==> src/rtl/bcd_pkg.sv <==
// Shared definitions for the packed-BCD arithmetic blocks.
//   state_t    : control states of the serial BCD subtractor
//   BCD_W      : bits per BCD digit
//   BCD_MAX    : largest legal BCD digit value
//   BCD_BASE   : decimal radix, used to correct a negative digit difference
//   bcd_valid  : 1 when a 4-bit digit is a legal BCD value (0..9)
package bcd_pkg;

    localparam int         BCD_W    = 4;
    localparam logic [3:0] BCD_MAX  = 4'd9;
    localparam logic [4:0] BCD_BASE = 5'd10;

    typedef enum logic [1:0] {
        IDLE = 2'd0,
        CALC = 2'd1,
        DONE = 2'd2
    } state_t;

    function automatic logic bcd_valid(input logic [BCD_W-1:0] digit);
        return (digit <= BCD_MAX);
    endfunction

endpackage

==> src/rtl/bcd_digit_sub.sv <==
// One-digit BCD subtractor with borrow, purely combinational.
//   x    : minuend digit (0..9)
//   y    : subtrahend digit (0..9)
//   bin  : borrow in from the next-lower digit
//   d    : difference digit (0..9)
//   bout : borrow out to the next-higher digit
module bcd_digit_sub
    import bcd_pkg::*;
(
    input  logic [BCD_W-1:0] x,
    input  logic [BCD_W-1:0] y,
    input  logic             bin,
    output logic [BCD_W-1:0] d,
    output logic             bout
);

    // 5-bit two's-complement difference; range is -10..9 for legal digits,
    // so bit 4 is the sign.
    logic [4:0] t;

    always_comb begin
        t    = {1'b0, x} - {1'b0, y} - {4'b0000, bin};
        bout = t[4];
        // Adding ten only affects the low nibble result modulo 16, so the
        // correction can be done on 4 bits without carrying the sign along.
        if (t[4]) begin
            d = t[3:0] + BCD_BASE[3:0];
        end else begin
            d = t[3:0];
        end
    end

endmodule

==> src/rtl/bcd_sub_serial.sv <==
// Serial multi-digit packed-BCD subtractor: diff = (a - b) mod 10^DIGITS.
// One digit per clock, least-significant first, borrow rippled through a
// register.
//   clk    : system clock, rising edge
//   rst_n  : asynchronous active-low reset
//   start  : request, sampled only in IDLE
//   a, b   : packed-BCD minuend / subtrahend (digit i at [4i+3:4i])
//   busy   : high while digits are being processed (CALC)
//   done   : one-cycle pulse when diff/borrow/err are valid
//   diff   : packed-BCD difference modulo 10^DIGITS
//   borrow : 1 when a < b
//   err    : 1 when an operand held a digit greater than 9
//
// Handshake: start is taken on a rising edge only while idle; a and b are
// copied on that edge and may change afterwards. busy then stays high for
// DIGITS cycles, followed by a single done cycle (busy and done are never
// high together). start during busy or done is ignored. An operand with an
// illegal digit skips the calculation and produces done on the next cycle.
// diff, borrow and err hold their values between results.
module bcd_sub_serial
    import bcd_pkg::*;
#(
    parameter int DIGITS = 4
) (
    input  logic                  clk,
    input  logic                  rst_n,
    input  logic                  start,
    input  logic [BCD_W*DIGITS-1:0] a,
    input  logic [BCD_W*DIGITS-1:0] b,
    output logic                  busy,
    output logic                  done,
    output logic [BCD_W*DIGITS-1:0] diff,
    output logic                  borrow,
    output logic                  err
);

    localparam int W  = BCD_W * DIGITS;
    localparam int IW = (DIGITS > 1) ? $clog2(DIGITS) : 1;

    state_t          state;
    state_t          state_next;
    logic [W-1:0]    a_sr;
    logic [W-1:0]    b_sr;
    logic [W-1:0]    res_sr;
    logic [W-1:0]    res_shift;
    logic            bin_q;
    logic [IW-1:0]   idx;
    logic [BCD_W-1:0] dig;
    logic            bout;
    logic            any_bad;
    logic            last;

    bcd_digit_sub u_digit (
        .x    (a_sr[BCD_W-1:0]),
        .y    (b_sr[BCD_W-1:0]),
        .bin  (bin_q),
        .d    (dig),
        .bout (bout)
    );

    always_comb begin
        any_bad = 1'b0;
        for (int i = 0; i < DIGITS; i++) begin
            if (!bcd_valid(a[i*BCD_W +: BCD_W]) || !bcd_valid(b[i*BCD_W +: BCD_W])) begin
                any_bad = 1'b1;
            end
        end
    end

    assign last = (idx == IW'(DIGITS - 1));

    // New digit enters at the top so that after DIGITS shifts the first
    // (least-significant) digit has arrived at the bottom.
    assign res_shift = (res_sr >> BCD_W) | (W'(dig) << (W - BCD_W));

    always_ff @(posedge clk or negedge rst_n) begin
        if (!rst_n) begin
            state <= IDLE;
        end else begin
            state <= state_next;
        end
    end

    always_comb begin
        state_next = state;
        case (state)
            IDLE: begin
                if (start) begin
                    state_next = any_bad ? DONE : CALC;
                end
            end
            CALC: begin
                if (last) begin
                    state_next = DONE;
                end
            end
            DONE: begin
                state_next = IDLE;
            end
            default: begin
                state_next = IDLE;
            end
        endcase
    end

    assign busy = (state == CALC);
    assign done = (state == DONE);

    always_ff @(posedge clk or negedge rst_n) begin
        if (!rst_n) begin
            a_sr   <= '0;
            b_sr   <= '0;
            res_sr <= '0;
            bin_q  <= 1'b0;
            idx    <= '0;
            diff   <= '0;
            borrow <= 1'b0;
            err    <= 1'b0;
        end else if (state == IDLE && start) begin
            a_sr   <= a;
            b_sr   <= b;
            res_sr <= '0;
            bin_q  <= 1'b0;
            idx    <= '0;
            if (any_bad) begin
                err    <= 1'b1;
                diff   <= '0;
                borrow <= 1'b0;
            end else begin
                err    <= 1'b0;
            end
        end else if (state == CALC) begin
            a_sr   <= a_sr >> BCD_W;
            b_sr   <= b_sr >> BCD_W;
            res_sr <= res_shift;
            bin_q  <= bout;
            idx    <= idx + IW'(1);
            if (last) begin
                diff   <= res_shift;
                borrow <= bout;
            end
        end
    end

endmodule
==> config.mk <==
export PLATFORM = sky130hd
export DESIGN_NAME = bcd_sub_serial
export DESIGN_NICKNAME = d
export VERILOG_FILES = /design/src/rtl/bcd_pkg.sv /design/src/rtl/bcd_digit_sub.sv /design/src/rtl/bcd_sub_serial.sv
export SDC_FILE = /design/constraint.sdc
export NUM_CORES = 1
export LEC_CHECK = 0
export CAP_MARGIN = 10
export CORE_MARGIN = 5
export CORE_UTILIZATION = 48
export CTS_CLUSTER_DIAMETER = 100
export DETAILED_ROUTE_END_ITERATION = 6
export GPL_TIMING_DRIVEN = 0
export HOLD_SLACK_MARGIN = 0.05
export PLACE_DENSITY_LB_ADDON = 0.08
export SKIP_CTS_REPAIR_TIMING = 1
export SYNTH_ARGS = -nofsm -noshare
export SYNTH_HDL_FRONTEND = slang
export SYNTH_HIERARCHICAL = 1
export SYNTH_SLANG_ARGS = --single-unit
==> constraint.sdc <==
create_clock -name clk -period 2.3 [get_ports clk]
set_input_delay 0.575 -clock clk [delete_from_list [all_inputs] [get_ports clk]]
set_output_delay 0.575 -clock clk [all_outputs]
set_load 0.05 [all_outputs]
==> out/qor.txt <==
Crit Path Max Fanout - 3
Fillcell total - 588
Setup crit end kind - flop
Fmax achieved - 0.411 GHz
Fraction of synthesized area in multiplexers - 0.0111
DRC Markers - 0
Synth Area in Simple Gates - 0.0997
Worst vdd ir - 0.000413 V
Critical Path Source Type - flop
P&R area growth vs syn - 29.6%
Chip width - 92.5 um
Post-synthesis compound-gate area fraction - 0.275
Top-area cell type share of the netlist area - 0.514
Routability cong. - 0.799
Setup ws final - -0.133 ns
Final min period - 2.43 ns
First drt pass iteration count - 4
Drt initial violations - 103
Hold crit path type - input pin to asynchronous set/reset pin
FF+latch count, synth - 67
Synth Area in Adders - 0.0429
Multi-input logic area - 1470 um^2
WS Path Type - flop to flop
CP Data Required Time - 2.52 ns
Endpoints failing setup - 4
Yosys warnings - 6
Longest Clk Path Bufs - 2
Pwr/cell area - 925 nW/um^2
Overall Global Routing Usage - 0.199
Total leakage power - 1.82 nW
# port buffers - 54
Worst-Margin Slew - 0.848 ns
Skew final - 0.00703 ns
Nets - 421
DP Worst Slack - -0.489 ns
R2R depth - 8
Leading area contributor after synthesis - dfrtp_1
Initial core utilization - 0.486
FF-to-FF Start - b_sr[0]$_DFFE_PN0P_
Htree depth - 3
Number of hold-slack violations in the final timing report - 0
Routed Antenna Nets - 0
Worst-path clk slew - 0.08 ns
Routed WL - 8220 um
Dominant combinational cell family by area after synthesis - compound AO/OA/AOI/OAI gates
Hold slack - 0.343 ns
Pins Over Slew Limit - 0
Sequential Area - 1680 um^2
Share of cells above drive strength 1 - 0.129
Synthesized Nets - 355
Max Cap Violations - 0
Vias per std cell - 5.79
Number of global-route vias before repair - 2729
Synth Area per Inst - 10.5 um^2
Synthesized area - 3260 um^2
Global-route wire length before repair - 13400 um
Total power - 3.91 mW
DP HPWL - 5800 um
Initial antenna violation count - 0
Slew margin rel. - 0.435
Largest net degree at the start of global routing - 68
DIE AREA - 8550 um^2
Num CTS Buffers - 9
Reg2Reg Setup Slack - -0.13 ns
Vias - 2670
RSZ-0062 raised after global routing - true
Outcome - complete, but fails checks
Antenna Cells - 0
Worst reg2reg endpoint - res_sr[14]$_DFFE_PN0P_
Die H - 92.5 um
Xor-xnor portion of the synthesized cell area - 0.0134
Register area share after synthesis - 0.514
Root Driver - clkbuf_8
Post-synth cell types - 35
Post-Syn Instances - 310
Total clock sinks - 67
Total gr overflow - 0
Wire per inst - 17.8 um
Clock Latency Late Sink - 0.33 ns
IO Count - 55
TritonCTS clock tree - yes
Core area - 6720 um^2
Final cycle utilization of the critical path - 1.06
Failing checks - setup timing
Standard-cell rows - 30
Most area-consuming cells after synthesis - dfrtp_1 51%, nor2b_1 6.5%, a22o_1 6.2%
CP arrival - 2.65 ns
Yosys cell counts:
cell and n:
xnor2_1 3, a31oi_1 1, o21ai_1 4, clkbuf_1 15
buf_1 1, o21bai_1 1, and2_1 2, mux2_2 1
or3_2 1, nor2_1 2, a22o_1 23, a21oi_1 33
o21ai_0 38, a211o_1 1, nand4_1 1, and2_4 1
nand3b_1 1, a22oi_1 24, nand2_2 1, nand2_1 10
buf_4 1, o32ai_1 1, buf_6 1, nor2b_1 34
mux2i_1 1, mux2_4 1, a22o_2 8, o41ai_4 1
dfrtp_1 67, inv_1 11, xor2_1 2, ha_1 8
fa_1 2, nand2b_1 3, buf_2 5
per-layer routing:
layer	wire [um]	track usage
met4	80	0.0780
met2	4280	0.340
met5	0	0
met1	3560	0.248
met3	293	0.0357
layout make-up:
cell class | count | share of cell area
multi-input combinational | 209 | 0.348
sequential | 67 | 0.396
buffer | 22 | 0.0254
inverter | 11 | 0.00976
clock inverter | 7 | 0.0388
tap | 80 | 0.0237
timing repair buffer | 56 | 0.128
clock buffer | 9 | 0.0293
registers in the layout, indices dropped and copies added (netlist names), 2 cells and up:
| signal | flops |
|---|---|
| a_sr | 16 |
| state | 2 |
| res_sr | 12 |
| idx | 2 |
| diff | 16 |
| b_sr | 16 |
placed cells by master (no fill, tap or decap), types with 2 or more instances in the layout:
cell type,count
o21ai_1,4
bufinv_16,5
xor2_1,2
nand2_1,10
ha_1,8
a22oi_1,24
clkdlybuf4s50_1,51
dfrtp_1,67
xnor2_1,2
a22o_2,8
fa_2,2
clkbuf_8,9
nor2b_1,34
buf_2,5
nor2_1,2
inv_1,10
o21ai_0,38
and2_1,2
clkbuf_1,13
a22o_1,23
clkbuf_4,2
buf_4,4
a21oi_1,33
clkbuf_2,2
nand2b_1,2
cell families after synthesis:
| group | count (synthesis) |
|---|---|
| adders and majority gates | 10 |
| AOI/OAI and AO/OA | 135 |
| muxes | 3 |
| DFF | 67 |
| and+or+nand+nor | 56 |
| buffers and inverters | 34 |
| xor gates and xnor gates | 5 |
where the power goes:
part           total [mW]  internal [mW]  switching [mW]
registers            1.45           1.32           0.129
clock network        1.39          0.940           0.453
logic                1.07          0.540           0.529
total                3.91           2.80            1.11
per-stage QoR:
stage	setup TNS, ns	std cells	cell area, um^2	utilization
2_1_floorplan	-0.107	310	3280	-
3_3_place_gp	-118.69	444	3920	0.583
3_5_place_dp	-5.05	444	3910	0.582
4_1_cts	-2.27	460	4200	0.625
5_1_grt	-0.800	461	4230	0.629
6_report	-0.448	461	4230	0.629
worst max path at each step:
stage	startpoint	to	slack, ns	depth (start not counted)
3_5_place_dp	state[1]$_DFFE_PN0P_	busy	-0.49	5
2_1_floorplan	bin_q$_DFFE_PN0P_	diff[14]$_DFFE_PN0P_	-0.05	8
6_report	b_sr[0]$_DFFE_PN0P_	res_sr[14]$_DFFE_PN0P_	-0.13	8
3_3_place_gp	rst_n	a_sr[15]$_DFFE_PN0P_	-1.71	1
4_1_cts	state[1]$_DFFE_PN0P_	busy	-0.89	5
5_1_grt	bin_q$_DFFE_PN0P_	res_sr[14]$_DFFE_PN0P_	-0.20	8
critical path: stages (launching register included):
cell and delay [ns]:
dfrtp_1 0.39, inv_1 0.08, fa_2 0.37, fa_2 0.37
nand2b_4 0.15, a211o_1 0.27, and2_4 0.17, mux2_4 0.31
a22o_1 0.22
No activity file was read; power rests on OpenSTA's default activity.
